--- src/rtl/float_pkg.sv ---
// Shared types and width helpers for the float adder front end.
// Width helpers are functions so parameterised modules can derive W/MW from their own parameters.
package float_pkg;

    localparam int FP_EXP_W = 8;
    localparam int FP_MAN_W = 23;

    typedef enum logic [2:0] {
        FP_ZERO,
        FP_NORMAL,
        FP_SUBNORMAL,
        FP_INF,
        FP_NAN
    } fp_class_t;

    typedef struct packed {
        logic                sign;
        logic [FP_EXP_W-1:0] exp;
        logic [FP_MAN_W:0]   mant;
    } unpacked_fp_t;

    function automatic int fp_width(input int ew, input int mw);
        return ew + mw + 1;
    endfunction

    function automatic int mant_width(input int mw);
        return mw + 4;
    endfunction

    // Canonical quiet NaN: positive, exponent all ones, only the fraction MSB set.
    function automatic logic [127:0] qnan_bits(input int ew, input int mw);
        logic [127:0] v;
        v = '0;
        for (int i = 0; i < ew; i++) begin
            v[mw+i] = 1'b1;
        end
        v[mw-1] = 1'b1;
        return v;
    endfunction

endpackage

--- src/rtl/float_shift_sticky.sv ---
// Combinational right shifter that folds every bit shifted out into the result LSB (sticky).
module float_shift_sticky #(
    parameter int DATA_W  = 27,
    parameter int SHIFT_W = 8
) (
    input  logic [DATA_W-1:0]  data_i,
    input  logic [SHIFT_W-1:0] shift_i,
    output logic [DATA_W-1:0]  data_o
);

    logic [DATA_W-1:0] shifted;
    logic [DATA_W-1:0] lost_mask;

    always_comb begin
        shifted   = data_i >> shift_i;
        lost_mask = ~({DATA_W{1'b1}} << shift_i);
        if (32'(shift_i) >= DATA_W) begin
            data_o = {{(DATA_W-1){1'b0}}, |data_i};
        end else begin
            data_o = {shifted[DATA_W-1:1], shifted[0] | (|(data_i & lost_mask))};
        end
    end

endmodule

--- src/rtl/float_align_stage.sv ---
// Two-stage operand alignment front end for the float adder (classify/swap, then shift with sticky).
// Define FLOAT_ALIGN_DENORM_EN to keep subnormals; otherwise they are flushed to signed zero.
module float_align_stage
    import float_pkg::*;
#(
    parameter int EXPONENT_WIDTH = 8,
    parameter int MANTISSA_WIDTH = 23,
    localparam int W  = fp_width(EXPONENT_WIDTH, MANTISSA_WIDTH),
    localparam int MW = mant_width(MANTISSA_WIDTH)
) (
    input  logic                      clk,
    input  logic                      reset,
    input  logic                      in_valid,
    output logic                      in_ready,
    input  logic [W-1:0]              A,
    input  logic [W-1:0]              B,
    output logic                      out_valid,
    input  logic                      out_ready,
    output logic                      out_big_sign,
    output logic                      out_eff_sub,
    output logic [EXPONENT_WIDTH-1:0] out_exponent,
    output logic [MW-1:0]             out_big_mant,
    output logic [MW-1:0]             out_small_mant,
    output logic                      out_special,
    output logic [W-1:0]              out_special_value
);

    localparam int E = EXPONENT_WIDTH;
    localparam int M = MANTISSA_WIDTH;
    localparam logic [W-1:0] QNAN = W'(qnan_bits(E, M));

    function automatic fp_class_t classify(input logic [E-1:0] e, input logic [M-1:0] f);
        if (&e)        return (|f) ? FP_NAN : FP_INF;
        if (e == '0)   return (|f) ? FP_SUBNORMAL : FP_ZERO;
        return FP_NORMAL;
    endfunction

    // {effective exponent, hidden, fraction}: doubles as the magnitude compare key.
    function automatic logic [E+M:0] eff_key(input fp_class_t c, input logic [E-1:0] e,
                                             input logic [M-1:0] f);
        case (c)
            FP_ZERO:      return '0;
`ifdef FLOAT_ALIGN_DENORM_EN
            FP_SUBNORMAL: return {E'(1), 1'b0, f};
`else
            FP_SUBNORMAL: return '0;
`endif
            default:      return {e, 1'b1, f};
        endcase
    endfunction

    fp_class_t      cls_a, cls_b;
    logic [E+M:0]   key_a, key_b, key_big, key_small;
    logic           a_is_big;
    logic           s2_ready, s1_advance;
    logic           s1_valid_d, s2_valid_d;

    logic           s1_big_sign_d, s1_eff_sub_d, s1_special_d;
    logic [E-1:0]   s1_exp_d, s1_diff_d;
    logic [M:0]     s1_big_mant_d, s1_small_mant_d;
    logic [W-1:0]   s1_special_value_d;

    logic           s1_valid_q, s1_big_sign_q, s1_eff_sub_q, s1_special_q;
    logic [E-1:0]   s1_exp_q, s1_diff_q;
    logic [M:0]     s1_big_mant_q, s1_small_mant_q;
    logic [W-1:0]   s1_special_value_q;

    logic           s2_valid_q, s2_big_sign_q, s2_eff_sub_q, s2_special_q;
    logic [E-1:0]   s2_exp_q;
    logic [MW-1:0]  s2_big_mant_q, s2_small_mant_q, small_shifted;
    logic [W-1:0]   s2_special_value_q;

    always_comb begin
        cls_a     = classify(A[W-2:M], A[M-1:0]);
        cls_b     = classify(B[W-2:M], B[M-1:0]);
        key_a     = eff_key(cls_a, A[W-2:M], A[M-1:0]);
        key_b     = eff_key(cls_b, B[W-2:M], B[M-1:0]);
        a_is_big  = !(key_b > key_a);
        key_big   = a_is_big ? key_a : key_b;
        key_small = a_is_big ? key_b : key_a;

        s1_big_sign_d   = a_is_big ? A[W-1] : B[W-1];
        s1_eff_sub_d    = A[W-1] ^ B[W-1];
        s1_exp_d        = key_big[E+M:M+1];
        s1_big_mant_d   = key_big[M:0];
        s1_small_mant_d = key_small[M:0];
        s1_diff_d       = key_big[E+M:M+1] - key_small[E+M:M+1];

        s1_special_d       = 1'b1;
        s1_special_value_d = QNAN;
        if (cls_a == FP_NAN || cls_b == FP_NAN) begin
            s1_special_value_d = QNAN;
        end else if (cls_a == FP_INF && cls_b == FP_INF) begin
            s1_special_value_d = (A[W-1] != B[W-1]) ? QNAN : A;
        end else if (cls_a == FP_INF) begin
            s1_special_value_d = A;
        end else if (cls_b == FP_INF) begin
            s1_special_value_d = B;
        end else begin
            s1_special_d       = 1'b0;
            s1_special_value_d = '0;
        end
    end

    assign s2_ready   = !s2_valid_q || out_ready;
    assign s1_advance = !s1_valid_q || s2_ready;
    assign in_ready   = !reset && s1_advance;
    assign s1_valid_d = s1_advance ? in_valid : s1_valid_q;
    assign s2_valid_d = s2_ready ? s1_valid_q : s2_valid_q;

    always_ff @(posedge clk or posedge reset) begin
        if (reset) begin
            s1_valid_q         <= 1'b0;
            s1_big_sign_q      <= 1'b0;
            s1_eff_sub_q       <= 1'b0;
            s1_special_q       <= 1'b0;
            s1_exp_q           <= '0;
            s1_diff_q          <= '0;
            s1_big_mant_q      <= '0;
            s1_small_mant_q    <= '0;
            s1_special_value_q <= '0;
        end else begin
            s1_valid_q <= s1_valid_d;
            if (s1_advance && in_valid) begin
                s1_big_sign_q      <= s1_big_sign_d;
                s1_eff_sub_q       <= s1_eff_sub_d;
                s1_special_q       <= s1_special_d;
                s1_exp_q           <= s1_exp_d;
                s1_diff_q          <= s1_diff_d;
                s1_big_mant_q      <= s1_big_mant_d;
                s1_small_mant_q    <= s1_small_mant_d;
                s1_special_value_q <= s1_special_value_d;
            end
        end
    end

    float_shift_sticky #(
        .DATA_W  (MW),
        .SHIFT_W (E)
    ) u_shift (
        .data_i  ({s1_small_mant_q, 3'b000}),
        .shift_i (s1_diff_q),
        .data_o  (small_shifted)
    );

    always_ff @(posedge clk or posedge reset) begin
        if (reset) begin
            s2_valid_q         <= 1'b0;
            s2_big_sign_q      <= 1'b0;
            s2_eff_sub_q       <= 1'b0;
            s2_special_q       <= 1'b0;
            s2_exp_q           <= '0;
            s2_big_mant_q      <= '0;
            s2_small_mant_q    <= '0;
            s2_special_value_q <= '0;
        end else begin
            s2_valid_q <= s2_valid_d;
            if (s2_ready && s1_valid_q) begin
                s2_big_sign_q      <= s1_big_sign_q;
                s2_eff_sub_q       <= s1_eff_sub_q;
                s2_special_q       <= s1_special_q;
                s2_exp_q           <= s1_exp_q;
                s2_big_mant_q      <= {s1_big_mant_q, 3'b000};
                s2_small_mant_q    <= small_shifted;
                s2_special_value_q <= s1_special_value_q;
            end
        end
    end

    assign out_valid         = s2_valid_q;
    assign out_big_sign      = s2_big_sign_q;
    assign out_eff_sub       = s2_eff_sub_q;
    assign out_exponent      = s2_exp_q;
    assign out_big_mant      = s2_big_mant_q;
    assign out_small_mant    = s2_small_mant_q;
    assign out_special       = s2_special_q;
    assign out_special_value = s2_special_value_q;

endmodule

--- config.mk ---
export PLATFORM = sky130hd
export DESIGN_NAME = float_align_stage
export DESIGN_NICKNAME = d
export VERILOG_FILES = /design/src/rtl/float_pkg.sv /design/src/rtl/float_shift_sticky.sv /design/src/rtl/float_align_stage.sv
export SDC_FILE = /design/constraint.sdc
export NUM_CORES = 1
export LEC_CHECK = 0
export CAP_MARGIN = 25
export CORE_ASPECT_RATIO = 1.2
export CORE_MARGIN = 1.5
export CORE_UTILIZATION = 35
export CTS_BUF_LIST = sky130_fd_sc_hd__clkbuf_2 sky130_fd_sc_hd__clkbuf_4 sky130_fd_sc_hd__clkbuf_8
export DETAILED_ROUTE_END_ITERATION = 6
export HOLD_SLACK_MARGIN = 0.02
export PLACE_DENSITY = 0.66
export SYNTH_ARGS = -nofsm -noshare
export SYNTH_HDL_FRONTEND = slang
export SYNTH_HIERARCHICAL = 1
export SYNTH_SLANG_ARGS = --single-unit
--- constraint.sdc ---
create_clock -name clk -period 16.22 [get_ports clk]
set_clock_uncertainty 0.05 [all_clocks]
set_input_delay 3.244 -clock clk [delete_from_list [all_inputs] [get_ports clk]]
set_output_delay 3.244 -clock clk [all_outputs]
set_load 0.02 [all_outputs]
# ---- Word-level counts from Yosys, hierarchy flattened
# Index checks and enable logic that the tools add are counted.
dict set report classes {
  addsub 1
  n_mul 0
  n_div 0
  n_lt_le_gt_ge 2
  eq_ne 7
  shift 2
  muxes 33
  n_bitwise 4
  n_reduce_logical 22
}
# operator count
set ops {}
lappend ops {{32-bit 2-to-1 mux} 9}
lappend ops {{23-bit OR reduction} 2}
lappend ops {{32-bit greater-than comparator} 1}
lappend ops {{3-bit 2-to-1 mux} 10}
lappend ops {{27-bit AND} 1}
lappend ops {{27-bit 2-to-1 mux} 1}
lappend ops {{27-bit NOT} 1}
lappend ops {{27-bit OR reduction} 1}
lappend ops {{27-bit by 8-bit left shift with 27-bit output (first input constant)} 1}
lappend ops {{27-bit by 8-bit right shift with 27-bit output} 1}
lappend ops {{24-bit OR reduction} 1}
lappend ops {{8-bit logical NOT} 2}
lappend ops {{8-bit AND reduction} 2}
lappend ops {{3-bit by 2-bit == test with 1-bit output (second input constant)} 4}
lappend ops {{1-bit 2-to-1 mux} 11}
lappend ops {{8-bit by 5-bit greater-or-equal comparator with 1-bit output (second input constant)} 1}
lappend ops {{8-bit subtractor} 1}
lappend ops {{3-bit == test (second input constant)} 2}
lappend ops {{3-bit logical NOT} 2}
lappend ops {{1-bit logical AND} 4}
lappend ops {{2-bit 2-to-1 mux} 2}
lappend ops {{2-bit OR reduction} 2}
lappend ops {{1-bit logical NOT} 3}
lappend ops {{1-bit logical OR} 3}
lappend ops {{3 further kinds} 3}
dict set report word_totals {
  reg_bits 195
  latch_bits 0
  mem_bits_rw 0
  romBits 0
  out_inout_bits 99
  mem_count 0
}

# ---- Depth between registers and ports, before layout
# Gate-level depths: netlist (run 1).
dict set report depth {
  word_depth 12
  ltp_mapped 16
}

# ---- By module
# The synthesis (run 1) kept the hierarchy.
# mod n_inst cells_per_inst area_each_um2 seq_area_each_um2
set by_module_without_submodules {}
lappend by_module_without_submodules {float_align_stage 1 878 9125.0 4879.7}
lappend by_module_without_submodules {float_shift_sticky 1 280 1875.5 0.0}

# ---- Worst setup path before layout (run 1)
# No wires, ideal clock.
dict set report synth_timing {
  path_kind {input port to output port}
  startpoint {in out_ready}
  endpoint {out in_ready}
  arrival_ns 3.649
  required_time_ns 12.926
  slack_ns 9.277
  stages 2
  cell_sequence {nor2b_1 > a21oi_1}
}
dict set report synth_between {
  elab_chain_cells 3
}
# element line
set synth_lines {}
lappend synth_lines {{start, declared} float_align_stage.sv:18} ;# input logic out_ready,
lappend synth_lines {{1-bit logical OR} float_align_stage.sv:105} ;# assign s2_ready = !s2_valid_q || out_ready;
lappend synth_lines {{1-bit logical OR} float_align_stage.sv:106} ;# assign s1_advance = !s1_valid_q || s2_ready;
lappend synth_lines {{1-bit logical AND} float_align_stage.sv:107} ;# assign in_ready = !reset && s1_advance;
lappend synth_lines {{end, declared} float_align_stage.sv:14} ;# output logic in_ready,
# Every way passes these cells.

# ---- Final worst setup path (run 1)
dict set report layout_timing {
  startpoint {in B[23]}
  endpoint {reg s1_diff_q[6]}
}
dict set report layout_between {
  elab_chain_cells 11
}
# element line
set layout_lines {}
lappend layout_lines {{start, declared} float_align_stage.sv:16} ;# input logic [W-1:0] B,
lappend layout_lines {{8-bit logical NOT} float_align_stage.sv:34} ;# if (e == '0) return (|f) ? FP_SUBNORMAL : FP_ZERO;
lappend layout_lines {{1-bit 2-to-1 mux (2 in series)} float_align_stage.sv:34}
lappend layout_lines {{3-bit 2-to-1 mux} float_align_stage.sv:35} ;# return FP_NORMAL;
lappend layout_lines {{3-bit 2-to-1 mux} float_align_stage.sv:34}
lappend layout_lines {{3-bit by 2-bit == test with 1-bit output or 3-bit logical NOT (tied branches)} float_align_stage.sv:41} ;# case (c)
lappend layout_lines {{2-bit OR reduction (no line)} -}
lappend layout_lines {{32-bit 2-to-1 mux *} float_align_stage.sv:41}
lappend layout_lines {{32-bit greater-than comparator} float_align_stage.sv:78} ;# a_is_big = !(key_b > key_a);
lappend layout_lines {{32-bit 2-to-1 mux, on equally long branches} {float_align_stage.sv:79, float_align_stage.sv:80}}
lappend layout_lines {{8-bit subtractor *} float_align_stage.sv:87} ;# s1_diff_d = key_big[E+M:M+1] - key_small[E+M:M+1];
lappend layout_lines {{end signal, assigned} float_align_stage.sv:129} ;# s1_diff_q <= s1_diff_d;
lappend layout_lines {{end, declared} float_align_stage.sv:64} ;# logic [E-1:0] s1_exp_q, s1_diff_q;
# Every way passes the cells marked *; elsewhere a longest branch is shown, timed or not. The select of a mux whose other input is x is not followed.
# A chain may end at the register's enable or synchronous reset.

==> results.sh, run 1 <==
export IMPL_status="completed"
export IMPL_worst_path_max_delay_cell="nor4_1"
export IMPL_gp_congestion=0.8980
export IMPL_synth_cell_area_um2=11000
export IMPL_hold_path_class="register to register"
export IMPL_drtAntennaViolNets=0
export IMPL_required_ns=16.54
export IMPL_ys_ff_latch=195
export IMPL_fin_crit_ns=8.325
export IMPL_critical_path_buf_inv_count=2
export IMPL_die_w_um=164.8
export IMPL_numCtsBuffers=17
export IMPL_ioPinCount=167
export IMPL_fin_setup_tns_ns=0
export IMPL_root_buffer="clkbuf_8"
export IMPL_fmax_ghz=0.1201
export IMPL_antenna_found_initial=1
export IMPL_cts_tree="built"
export IMPL_vdd_drop_max_mv=0.04880
export IMPL_io_buffers=163
export IMPL_postCtsHoldBufs=0
export IMPL_r2r_end="out_small_mant[0]$_DFFE_PP0P_"
export IMPL_clock_sinks=195
export IMPL_place_ws_ns=7.507
export IMPL_ys_types=68
export IMPL_routed_via_density=5.390
export IMPL_avgSynthCellArea_um2=9.500
export IMPL_drv_cap=0
export IMPL_cts_setup_buffers=0
export IMPL_ys_flop_type="dfrtp_1"
export IMPL_grt_pass1_vias=8999
export IMPL_drtIter0Drc=625
export IMPL_clkTransAtPathRegs_ns=0.11
export IMPL_clk_latency_ns=0.49
export IMPL_slew_headroom_pct=31.23
export IMPL_grt_pass1_wl_mm=49.40
export IMPL_hold_violations=0
export IMPL_worst_slack_ns=7.895
export IMPL_slew_violations=0
export IMPL_worst_pin_slew_ns=1.029
export IMPL_grt_max_degree=139
export IMPL_core_area_um2=30740
export IMPL_cp_depth=14
export IMPL_cp_arrival_ns=8.65
export IMPL_crit_chain="clkdlybuf4s50_1 > nor4_1 > nand2_1 > and2_1 > ha_1 > nand4_1 > nor4_1 > a22oi_1 > or2_2 > buf_4 > a221o_2 > a31oi_2 > a311o_1 > nand3_1"
export IMPL_hp_start="s1_eff_sub_q$_DFFE_PP0P_"
export IMPL_p_leak_nw=5.818
export IMPL_htreeDepth=4
export IMPL_dr_pass1_iters=5
export IMPL_totalWireLength_mm=31.08
export IMPL_wl_per_cell_um=18.30
export IMPL_postCtsResizedCells=0
export IMPL_worstPathMaxFanout=61
export IMPL_setup_viol=0
export IMPL_globalRouteTotalUtil_pct=19.66
export IMPL_critPathKind="input pin to register"
export IMPL_ff2ff_setup_slack_ns=12.92
export IMPL_nNetsFinal=1389
export IMPL_crit_family="simple AND/OR/NAND/NOR gates"
export IMPL_cp_startpoint="B[23]"
export IMPL_slowest_delay_ns=0.66
export IMPL_yosys_warnings=6
export IMPL_r2r_cells=8
export IMPL_syn_inst=1158
export IMPL_synthArstFlopShare_pct=100.0
export IMPL_drive_gt1_share_pct=13.07
export IMPL_area_growth_pct=22.34
export IMPL_critPathLaunchType="input pin"
export IMPL_num_rows=70
export IMPL_die_h_um=197.2
export IMPL_fin_crit_sh_pct=51.32
export IMPL_grt_overflow=0
export IMPL_synth_edf_count=0
export IMPL_yosysSeqAreaShare_pct=44.36
export IMPL_r2r_start="s1_diff_q[2]$_DFFE_PP0P_"
export IMPL_endpoint="s1_diff_q[6]$_DFFE_PP0P_"
export IMPL_cpMostUsedCell="nor4_1"
export IMPL_worst_setup_path_end_kind="register"
export IMPL_drc=0
export IMPL_start_util_pct=35.78
export IMPL_num_vias=9152
export IMPL_hpwl_mm=22.48
export IMPL_cts_buffer_depth=2
export IMPL_rsz0062_at_grt="false"
export IMPL_p_per_area_nw_per_um2=111.9
export IMPL_die_area_um2=32510
==> per-stage QoR <==
| step | area, um2 | hold WS (ns) | util [%] | total power, mW | std cells |
|---|---|---|---|---|---|
| 6_report | 13460 | 0.4364 | 43.78 | 1.506 | 1698 |
| 5_1_grt | 13460 | 0.4571 | 43.78 | 1.593 | 1698 |
| 4_1_cts | 13430 | 0.4417 | 43.68 | 1.518 | 1696 |
| 3_5_place_dp | 12960 | 0.4162 | 42.15 | 1.150 | 1664 |
| 3_3_place_gp | 12960 | 0.4076 | 42.15 | 1.145 | 1664 |
| 2_1_floorplan | 11060 | 0.3918 | - | 0.9508 | 1174 |
==> registers in the layout, indices dropped and copies added, names as in the netlist, 8 cells and up <==
signal,count
out_special_value,32
s1_exp_q,8
out_big_mant,24
out_exponent,8
out_small_mant,27
s1_diff_q,8
s1_big_mant_q,24
s1_special_value_q,32
s1_small_mant_q,24
==> report_power, final <==
group | leakage, nW | internal (mW) | switching [mW]
combinational | 3.07 | 0.228 | 0.302
clock | 0.232 | 0.163 | 0.200
sequential | 2.51 | 0.556 | 0.0567
==> worst min-delay path, cell delays in order, from the launching register on <==
cell and delay [ns]:
dfrtp_1 0.36, nand2_1 0.05, nand2_1 0.05
==> worst min path at each step <==
stage               cells after the start                                 to  slack [ns]
finish                                  2           s1_eff_sub_q$_DFFE_PP0P_        0.44
detailed placement                      2      s1_big_mant_q[14]$_DFFE_PP0P_        0.42
CTS                                     2      s1_big_mant_q[14]$_DFFE_PP0P_        0.44
global route                            1  s1_special_value_q[5]$_DFFE_PP0P_        0.46
global placement                        2            s1_exp_q[1]$_DFFE_PP0P_        0.41
floorplan                               2           s1_eff_sub_q$_DFFE_PP0P_        0.39
==> cell usage after synthesis, types with 3 or more instances <==
cell	n	area, um2
a211oi_1	3	22.52
a21oi_1	87	435.4
a22oi_1	15	112.6
a311oi_1	3	26.28
a31oi_1	9	56.30
a32oi_1	3	26.28
and2_1	48	300.3
buf_1	4	15.01
buf_2	12	60.06
buf_4	5	37.54
clkbuf_1	59	221.5
dfrtp_1	195	4880
ha_1	33	412.9
inv_1	22	82.58
mux2_2	104	1171
mux2i_1	24	240.2
mux4_1	5	131.4
mux4_2	7	157.7
nand2_1	150	563.0
nand2b_1	5	31.28
nand3_1	17	85.08
nand4_1	19	118.9
nor2_1	106	397.9
nor2b_1	9	56.30
nor3_1	24	120.1
nor4_1	24	150.1
o211ai_1	5	37.54
o21a_1	14	105.1
o21ai_0	84	420.4
o221ai_1	3	26.28
o22ai_1	6	37.54
or3_1	4	25.02
==> cells in the final DEF (no fill, tap or decap), types with 7 or more instances in the layout <==
cell,netlist,routed
dfrtp_1,195,195
clkdlybuf4s50_1,0,163
nand2_1,150,148
nor2_1,106,105
mux2_2,104,104
a21oi_1,87,87
o21ai_0,84,84
and2_1,48,48
ha_1,33,33
nor4_1,24,24
nor3_1,24,24
mux2i_1,24,24
inv_1,22,21
nand4_1,19,19
nand3_1,17,17
conb_1,1,17
clkbuf_8,0,17
a22oi_1,15,15
o21a_1,14,14
buf_4,5,13
nor2b_1,9,9
a31oi_1,9,9
mux4_2,7,7
==> cell type report <==
class / count / area [um2]
fill: 2943 / 17280
multi-input combinational: 873 / 5757
sequential: 195 / 4880
timing repair buffer: 177 / 1757
tap: 396 / 495.5
clock inverter: 15 / 235.2
clock buffer: 17 / 234.0
inverter: 24 / 97.59
antenna: 1 / 2.502
==> kinds of logic after synthesis <==
logic type,count (synthesis),synth area share [%]
and+or+nand+nor,419,17.69
AOI/OAI and AO/OA,261,14.41
DFF,195,44.36
muxes,140,15.46
buffers and inverters,106,4.060
adders and majority gates,33,3.753
xor gates and xnor gates,3,0.2389
other,1,0.03409
==> metal layers <==
| metal | wire length [um] | track usage (%) | vias to the layer above |
|---|---|---|---|
| li1 | - | - | 4391 |
| met1 | 13930 | 26.08 | 4418 |
| met2 | 14450 | 31.19 | 290 |
| met3 | 1617 | 3.590 | 53 |
| met4 | 1077 | 8.709 | 0 |
| met5 | 0 | 0 | - |
(Power assumes the default switching activity.)
==> inputs of run 2 (changes only) <==
--- a/config.mk
+++ b/config.mk
@@ -12,7 +12,7 @@
 export CTS_BUF_LIST = sky130_fd_sc_hd__clkbuf_2 sky130_fd_sc_hd__clkbuf_4 sky130_fd_sc_hd__clkbuf_8
 export DETAILED_ROUTE_END_ITERATION = 6
 export HOLD_SLACK_MARGIN = 0.02
-export PLACE_DENSITY = 0.66
+export PLACE_DENSITY = 0.68
 export SYNTH_ARGS = -nofsm -noshare
 export SYNTH_HDL_FRONTEND = slang
 export SYNTH_HIERARCHICAL = 1
==> constraint.sdc (replaced) <==
create_clock -name clk -period 7.2 [get_ports clk]
set_clock_uncertainty 0.05 [all_clocks]
set_input_delay 1.44 -clock clk [delete_from_list [all_inputs] [get_ports clk]]
set_output_delay 1.44 -clock clk [all_outputs]
set_load 0.02 [all_outputs]
==> results.sh, run 2 (same netlist as run 1, synthesis figures left out) <==
export IMPL_cp_startpoint="B[23]"
export IMPL_rsz0062_at_grt="false"
export IMPL_dr_pass1_iters=5
export IMPL_drtAntennaViolNets=0
export IMPL_drc=0
export IMPL_dpl_cell_area_um2=12960
export IMPL_grt_pass1_vias=8825
export IMPL_fill_cells=2985
export IMPL_clk_latency_ns=0.48
export IMPL_routed_via_density=5.383
export IMPL_fmax_ghz=0.1645
export IMPL_vdd_drop_max_mv=0.1102
export IMPL_hold_path_class="register to register"
export IMPL_ff_latch_area_um2=4880
export IMPL_antenna_found_initial=0
export IMPL_multi_input_area_um2=5757
export IMPL_globalRouteTotalUtil_pct=19.25
export IMPL_instances_no_fill=1696
export IMPL_slew_violations=0
export IMPL_drive_gt1_share_pct=13.00
export IMPL_drv_cap=0
export IMPL_postCtsResizedCells=0
export IMPL_clkTransAtPathRegs_ns=0.11
export IMPL_critPathLaunchType="input pin"
export IMPL_die_h_um=197.2
export IMPL_place_ws_ns=0.6582
export IMPL_wl_per_cell_um=18.04
export IMPL_core_area_um2=30740
export IMPL_worst_slack_ns=1.121
export IMPL_htreeDepth=4
export IMPL_start_util_pct=35.78
export IMPL_ioPinCount=167
export IMPL_die_w_um=164.8
export IMPL_area_growth_pct=21.91
export IMPL_holdPathStages=2
export IMPL_cts_buffer_depth=2
export IMPL_cts_setup_buffers=0
export IMPL_cts_tree="built"
export IMPL_grt_overflow=0
export IMPL_critPathKind="input pin to register"
export IMPL_die_area_um2=32510
export IMPL_fin_crit_ns=6.079
export IMPL_p_leak_nw=5.800
export IMPL_r2r_end="out_small_mant[0]$_DFFE_PP0P_"
export IMPL_slew_headroom_pct=23.73
export IMPL_gp_congestion=0.9205
export IMPL_final_common_cell="dfrtp_1"
export IMPL_post_place_cells=1664
export IMPL_worst_pin_slew_ns=1.140
export IMPL_clock_sinks=195
export IMPL_num_rows=70
export IMPL_io_buffers=163
export IMPL_diodes=0
export IMPL_drtIter0Drc=778
export IMPL_ff2ff_setup_slack_ns=4.00
export IMPL_root_buffer="clkbuf_8"
export IMPL_setup_viol=0
export IMPL_num_vias=9129
export IMPL_worstPathMaxFanout=24
export IMPL_r2r_cells=8
export IMPL_endpoint="s1_diff_q[5]$_DFFE_PP0P_"
export IMPL_numCtsBuffers=17
export IMPL_required_ns=7.56
export IMPL_p_per_area_nw_per_um2=247.8
export IMPL_final_area_um2=13410
export IMPL_fin_setup_tns_ns=0
export IMPL_status="completed"
export IMPL_final_cell_mix="dfrtp_1 (195), clkdlybuf4s50_1 (163), nand2_1 (148)"
export IMPL_hpwl_mm=22.33
export IMPL_postCtsHoldBufs=0
export IMPL_nNetsFinal=1389
export IMPL_grt_pass1_wl_mm=48.62
export IMPL_worst_setup_path_end_kind="register"
export IMPL_hold_violations=0
export IMPL_grt_max_degree=144
export IMPL_r2r_start="s1_diff_q[2]$_DFFE_PP0P_"
export IMPL_totalWireLength_mm=30.60
export IMPL_cp_arrival_ns=6.44
export IMPL_fin_crit_sh_pct=84.44
==> run 2: cell types whose count changed in the layout (fill, tap and decap cells not counted), sizes merged <==
cell    previous run  this run
bufinv             3         2
clkinv             6         5
diode              1         0
inv               30        29
clkbuf            17        19
==> run 2: how the worst min path moves through the flow <==
stage,from,to,slack (ns)
3_3_place_gp,s1_exp_q[1]$_DFFE_PP0P_,s1_exp_q[1]$_DFFE_PP0P_,0.41
2_1_floorplan,s1_eff_sub_q$_DFFE_PP0P_,s1_eff_sub_q$_DFFE_PP0P_,0.39
5_1_grt,s1_exp_q[2]$_DFFE_PP0P_,s1_exp_q[2]$_DFFE_PP0P_,0.45
4_1_cts,s1_exp_q[2]$_DFFE_PP0P_,s1_exp_q[2]$_DFFE_PP0P_,0.44
3_5_place_dp,s1_exp_q[2]$_DFFE_PP0P_,s1_exp_q[2]$_DFFE_PP0P_,0.42
6_report,s1_eff_sub_q$_DFFE_PP0P_,s1_eff_sub_q$_DFFE_PP0P_,0.43
==> run 2: report_power, final <==
| part | internal, mW | total (mW) | leakage [nW] | switching (mW) |
|---|---|---|---|---|
| combinational | 0.511 | 1.17 | 3.07 | 0.657 |
| clock | 0.340 | 0.754 | 0.216 | 0.414 |
| sequential | 1.25 | 1.40 | 2.51 | 0.147 |
| total | 2.10 | 3.32 | 5.80 | 1.22 |
==> run 2: cell type report <==
type,count,area share [%]
Inverter,24,0.7277
Timing Repair Buffer,177,13.10
Sequential cell,195,36.39
Clock buffer,19,1.950
Multi-Input combinational cell,873,42.93
Tap cell,396,3.695
Clock inverter,12,1.213
==> run 2: worst max-delay path, cell delays in order <==
cell             delay [ns]
clkdlybuf4s50_1        0.56
nor4_1                 0.34
nand2_1                0.50
and2_1                 0.41
ha_1                   0.33
nand4_1                0.15
nor4_1                 0.56
a22oi_1                0.39
or2_2                  0.56
a22oi_1                0.40
a31oi_2                0.22
a2111o_1               0.46
nand3_1                0.07
==> run 2: through the flow <==
stage / utilization [%] / power (mW) / hold slack (ns)
final: 43.62 / 3.322 / 0.4335
after global routing: 43.62 / 3.512 / 0.4515
after CTS: 43.53 / 3.347 / 0.4392
after detailed placement: 42.15 / 2.585 / 0.4161
after global placement: 42.15 / 2.570 / 0.4080
after floorplan: - / 2.142 / 0.3918
==> run 2: layer usage <==
metal	global-route usage, %	part of all wire, %	wire length (um)
met1	25.43	43	13280
met2	30.39	47	14360
met3	3.464	5.7	1734
met4	9.176	4.0	1218
met5	0	0	0
==> inputs of run 3 (changes only) <==
--- a/config.mk
+++ b/config.mk
@@ -12,7 +12,7 @@
 export CTS_BUF_LIST = sky130_fd_sc_hd__clkbuf_2 sky130_fd_sc_hd__clkbuf_4 sky130_fd_sc_hd__clkbuf_8
 export DETAILED_ROUTE_END_ITERATION = 6
 export HOLD_SLACK_MARGIN = 0.02
-export PLACE_DENSITY = 0.68
+export PLACE_DENSITY = 0.66
 export SYNTH_ARGS = -nofsm -noshare
 export SYNTH_HDL_FRONTEND = slang
 export SYNTH_HIERARCHICAL = 1
==> constraint.sdc (replaced) <==
create_clock -name clk -period 5.9 [get_ports clk]
set_clock_uncertainty 0.05 [all_clocks]
set_input_delay 1.18 -clock clk [delete_from_list [all_inputs] [get_ports clk]]
set_output_delay 1.18 -clock clk [all_outputs]
set_load 0.02 [all_outputs]
==> results.sh, run 3 (same netlist as run 1, synthesis figures left out) <==
export IMPL_cts_tree="built"
export IMPL_fin_crit_ns=4.969
export IMPL_crit_chain="clkdlybuf4s50_1 > nor4_1 > nand2_1 > buf_4 > and2_1 > ha_1 > nand4_1 > or4_1 > or3_4 > a31oi_4 > or2_2 > buf_4 > a22oi_1 > o221ai_1 > nor4_1 > o31ai_1"
export IMPL_p_leak_nw=5.863
export IMPL_place_ws_ns=0.4188
export IMPL_io_buffers=163
export IMPL_grt_overflow=0
export IMPL_switching_power_mw=1.561
export IMPL_die_area_um2=32510
export IMPL_clock_sinks=195
export IMPL_cts_buffer_depth=2
export IMPL_worst_setup_path_end_kind="register"
export IMPL_die_w_um=164.8
export IMPL_dr_pass1_iters=6
export IMPL_drtAntennaViolNets=0
export IMPL_drc=0
export IMPL_power_frac_seq_pct=41.4
export IMPL_hold_slack_ns=0.4416
export IMPL_globalRouteTotalUtil_pct=19.72
export IMPL_hold_path_class="register to register"
export IMPL_p_clk_share_pct=22.9
export IMPL_slowest_delay_ns=0.49
export IMPL_ioPinCount=167
export IMPL_worstPathMaxFanout=26
export IMPL_final_common_cell="dfrtp_1"
export IMPL_fmax_ghz=0.2013
export IMPL_grt_pass1_vias=9119
export IMPL_dpl_cell_area_um2=13060
export IMPL_comb_power_share_pct=35.7
export IMPL_nNetsFinal=1401
export IMPL_status="completed"
export IMPL_die_h_um=197.2
export IMPL_fin_crit_sh_pct=84.21
export IMPL_htreeDepth=4
export IMPL_postCtsResizedCells=0
export IMPL_antenna_found_initial=0
export IMPL_final_area_um2=13530
export IMPL_required_ns=6.24
export IMPL_critPathKind="input pin to register"
export IMPL_totalWireLength_mm=31.37
export IMPL_core_area_um2=30740
export IMPL_worst_pin_slew_ns=0.9789
export IMPL_wl_per_cell_um=18.35
export IMPL_gp_congestion=0.9186
export IMPL_crit_family="simple AND/OR/NAND/NOR gates"
export IMPL_cts_setup_buffers=0
export IMPL_area_growth_pct=22.95
export IMPL_diodes=0
export IMPL_num_rows=70
export IMPL_p_per_area_nw_per_um2=303.0
export IMPL_drive_gt1_share_pct=13.86
export IMPL_slew_violations=0
export IMPL_hpwl_mm=22.79
export IMPL_drv_cap=0
export IMPL_clk_latency_ns=0.49
export IMPL_rsz0062_at_grt="false"
export IMPL_grt_pass1_wl_mm=49.90
export IMPL_critical_path_buf_inv_count=3
export IMPL_start_util_pct=35.78
export IMPL_grt_max_degree=132
export IMPL_num_vias=9245
export IMPL_drtIter0Drc=795
export IMPL_hold_violations=0
export IMPL_critPathLaunchType="input pin"
export IMPL_worst_slack_ns=0.9314
export IMPL_final_cell_mix="dfrtp_1 (195), clkdlybuf4s50_1 (163), nand2_1 (148)"
export IMPL_routed_via_density=5.410
export IMPL_cp_arrival_ns=5.31
export IMPL_p_int_mw=2.538
export IMPL_vdd_drop_max_mv=0.1445
export IMPL_slew_headroom_pct=34.74
export IMPL_numCtsBuffers=17
export IMPL_sw_frac_of_total_pct=38.08
export IMPL_root_buffer="clkbuf_8"
export IMPL_clkTransAtPathRegs_ns=0.11
export IMPL_worst_path_max_delay_cell="clkdlybuf4s50_1"
export IMPL_fin_setup_tns_ns=0
export IMPL_setup_viol=0
export IMPL_postCtsHoldBufs=0
[run 3: cell count changes in the layout (fill, tap and decap cells not counted), sizes merged]
cell | previous run | this run
buf | 14 | 26
clkbuf | 19 | 17
clkinv | 5 | 7
bufinv | 2 | 1
clkinvlp | 0 | 1
inv | 29 | 30
[run 3: tightest hold or removal path, stage by stage, from the launching register on]
cell and delay (ns):
dfrtp_1 0.36, nand2_1 0.05, o21ai_0 0.06
[run 3: stage by stage]
stage	power [mW]	util, %	std cells
final	4.099	44.00	1709
after floorplan	2.614	-	1174
after global placement	3.161	42.47	1676
after global routing	4.338	44.00	1709
after CTS	4.130	43.91	1708
after detailed placement	3.178	42.47	1676
[run 3: worst paths after layout]
| kind | from | to | slack, ns | depth (start not counted) |
|---|---|---|---|---|
| min in group asynchronous | reset | s1_valid_q$_DFFE_PP0N_ | 1.21 | 3 |
| worst min register to register | s1_exp_q[3]$_DFFE_PP0P_ | s1_exp_q[3]$_DFFE_PP0P_ | 0.44 | 2 |
| max in group asynchronous | reset | out_special_value[31]$_DFFE_PP0P_ | 3.95 | 3 |
| worst min-delay path | s1_exp_q[3]$_DFFE_PP0P_ | s1_exp_q[3]$_DFFE_PP0P_ | 0.44 | 2 |
| worst max-delay path | B[27] | s1_diff_q[7]$_DFFE_PP0P_ | 0.93 | 16 |
| worst max register to register | s1_diff_q[0]$_DFFE_PP0P_ | out_small_mant[0]$_DFFE_PP0P_ | 2.34 | 8 |
[run 3: cell type report]
| cell class | instances | area (um2) |
|---|---|---|
| fill | 2957 | 17220 |
| clock buffer | 17 | 234.0 |
| clock inverter | 15 | 206.4 |
| multi-input combinational | 873 | 5757 |
| timing repair buffer | 189 | 1859 |
| tap | 396 | 495.5 |
| inverter | 24 | 93.84 |
| sequential | 195 | 4880 |
[run 3: metal layers]
layer / routed length, um / share of wire [%] / track usage (%)
met1: 13840 / 44 / 25.91
met2: 14740 / 47 / 31.34
met3: 1724 / 5.5 / 4.136
met4: 1064 / 3.4 / 8.308
met5: 0 / 0 / 0
[run 3: power by group through the flow]
stage	clock (mW)	combinational, mW	sequential (mW)
finish	0.937	1.46	1.70
global route	1.02	1.59	1.73
CTS	0.972	1.46	1.70
detailed placement	0	1.45	1.72
global placement	0	1.45	1.72
floorplan	0	0.818	1.80
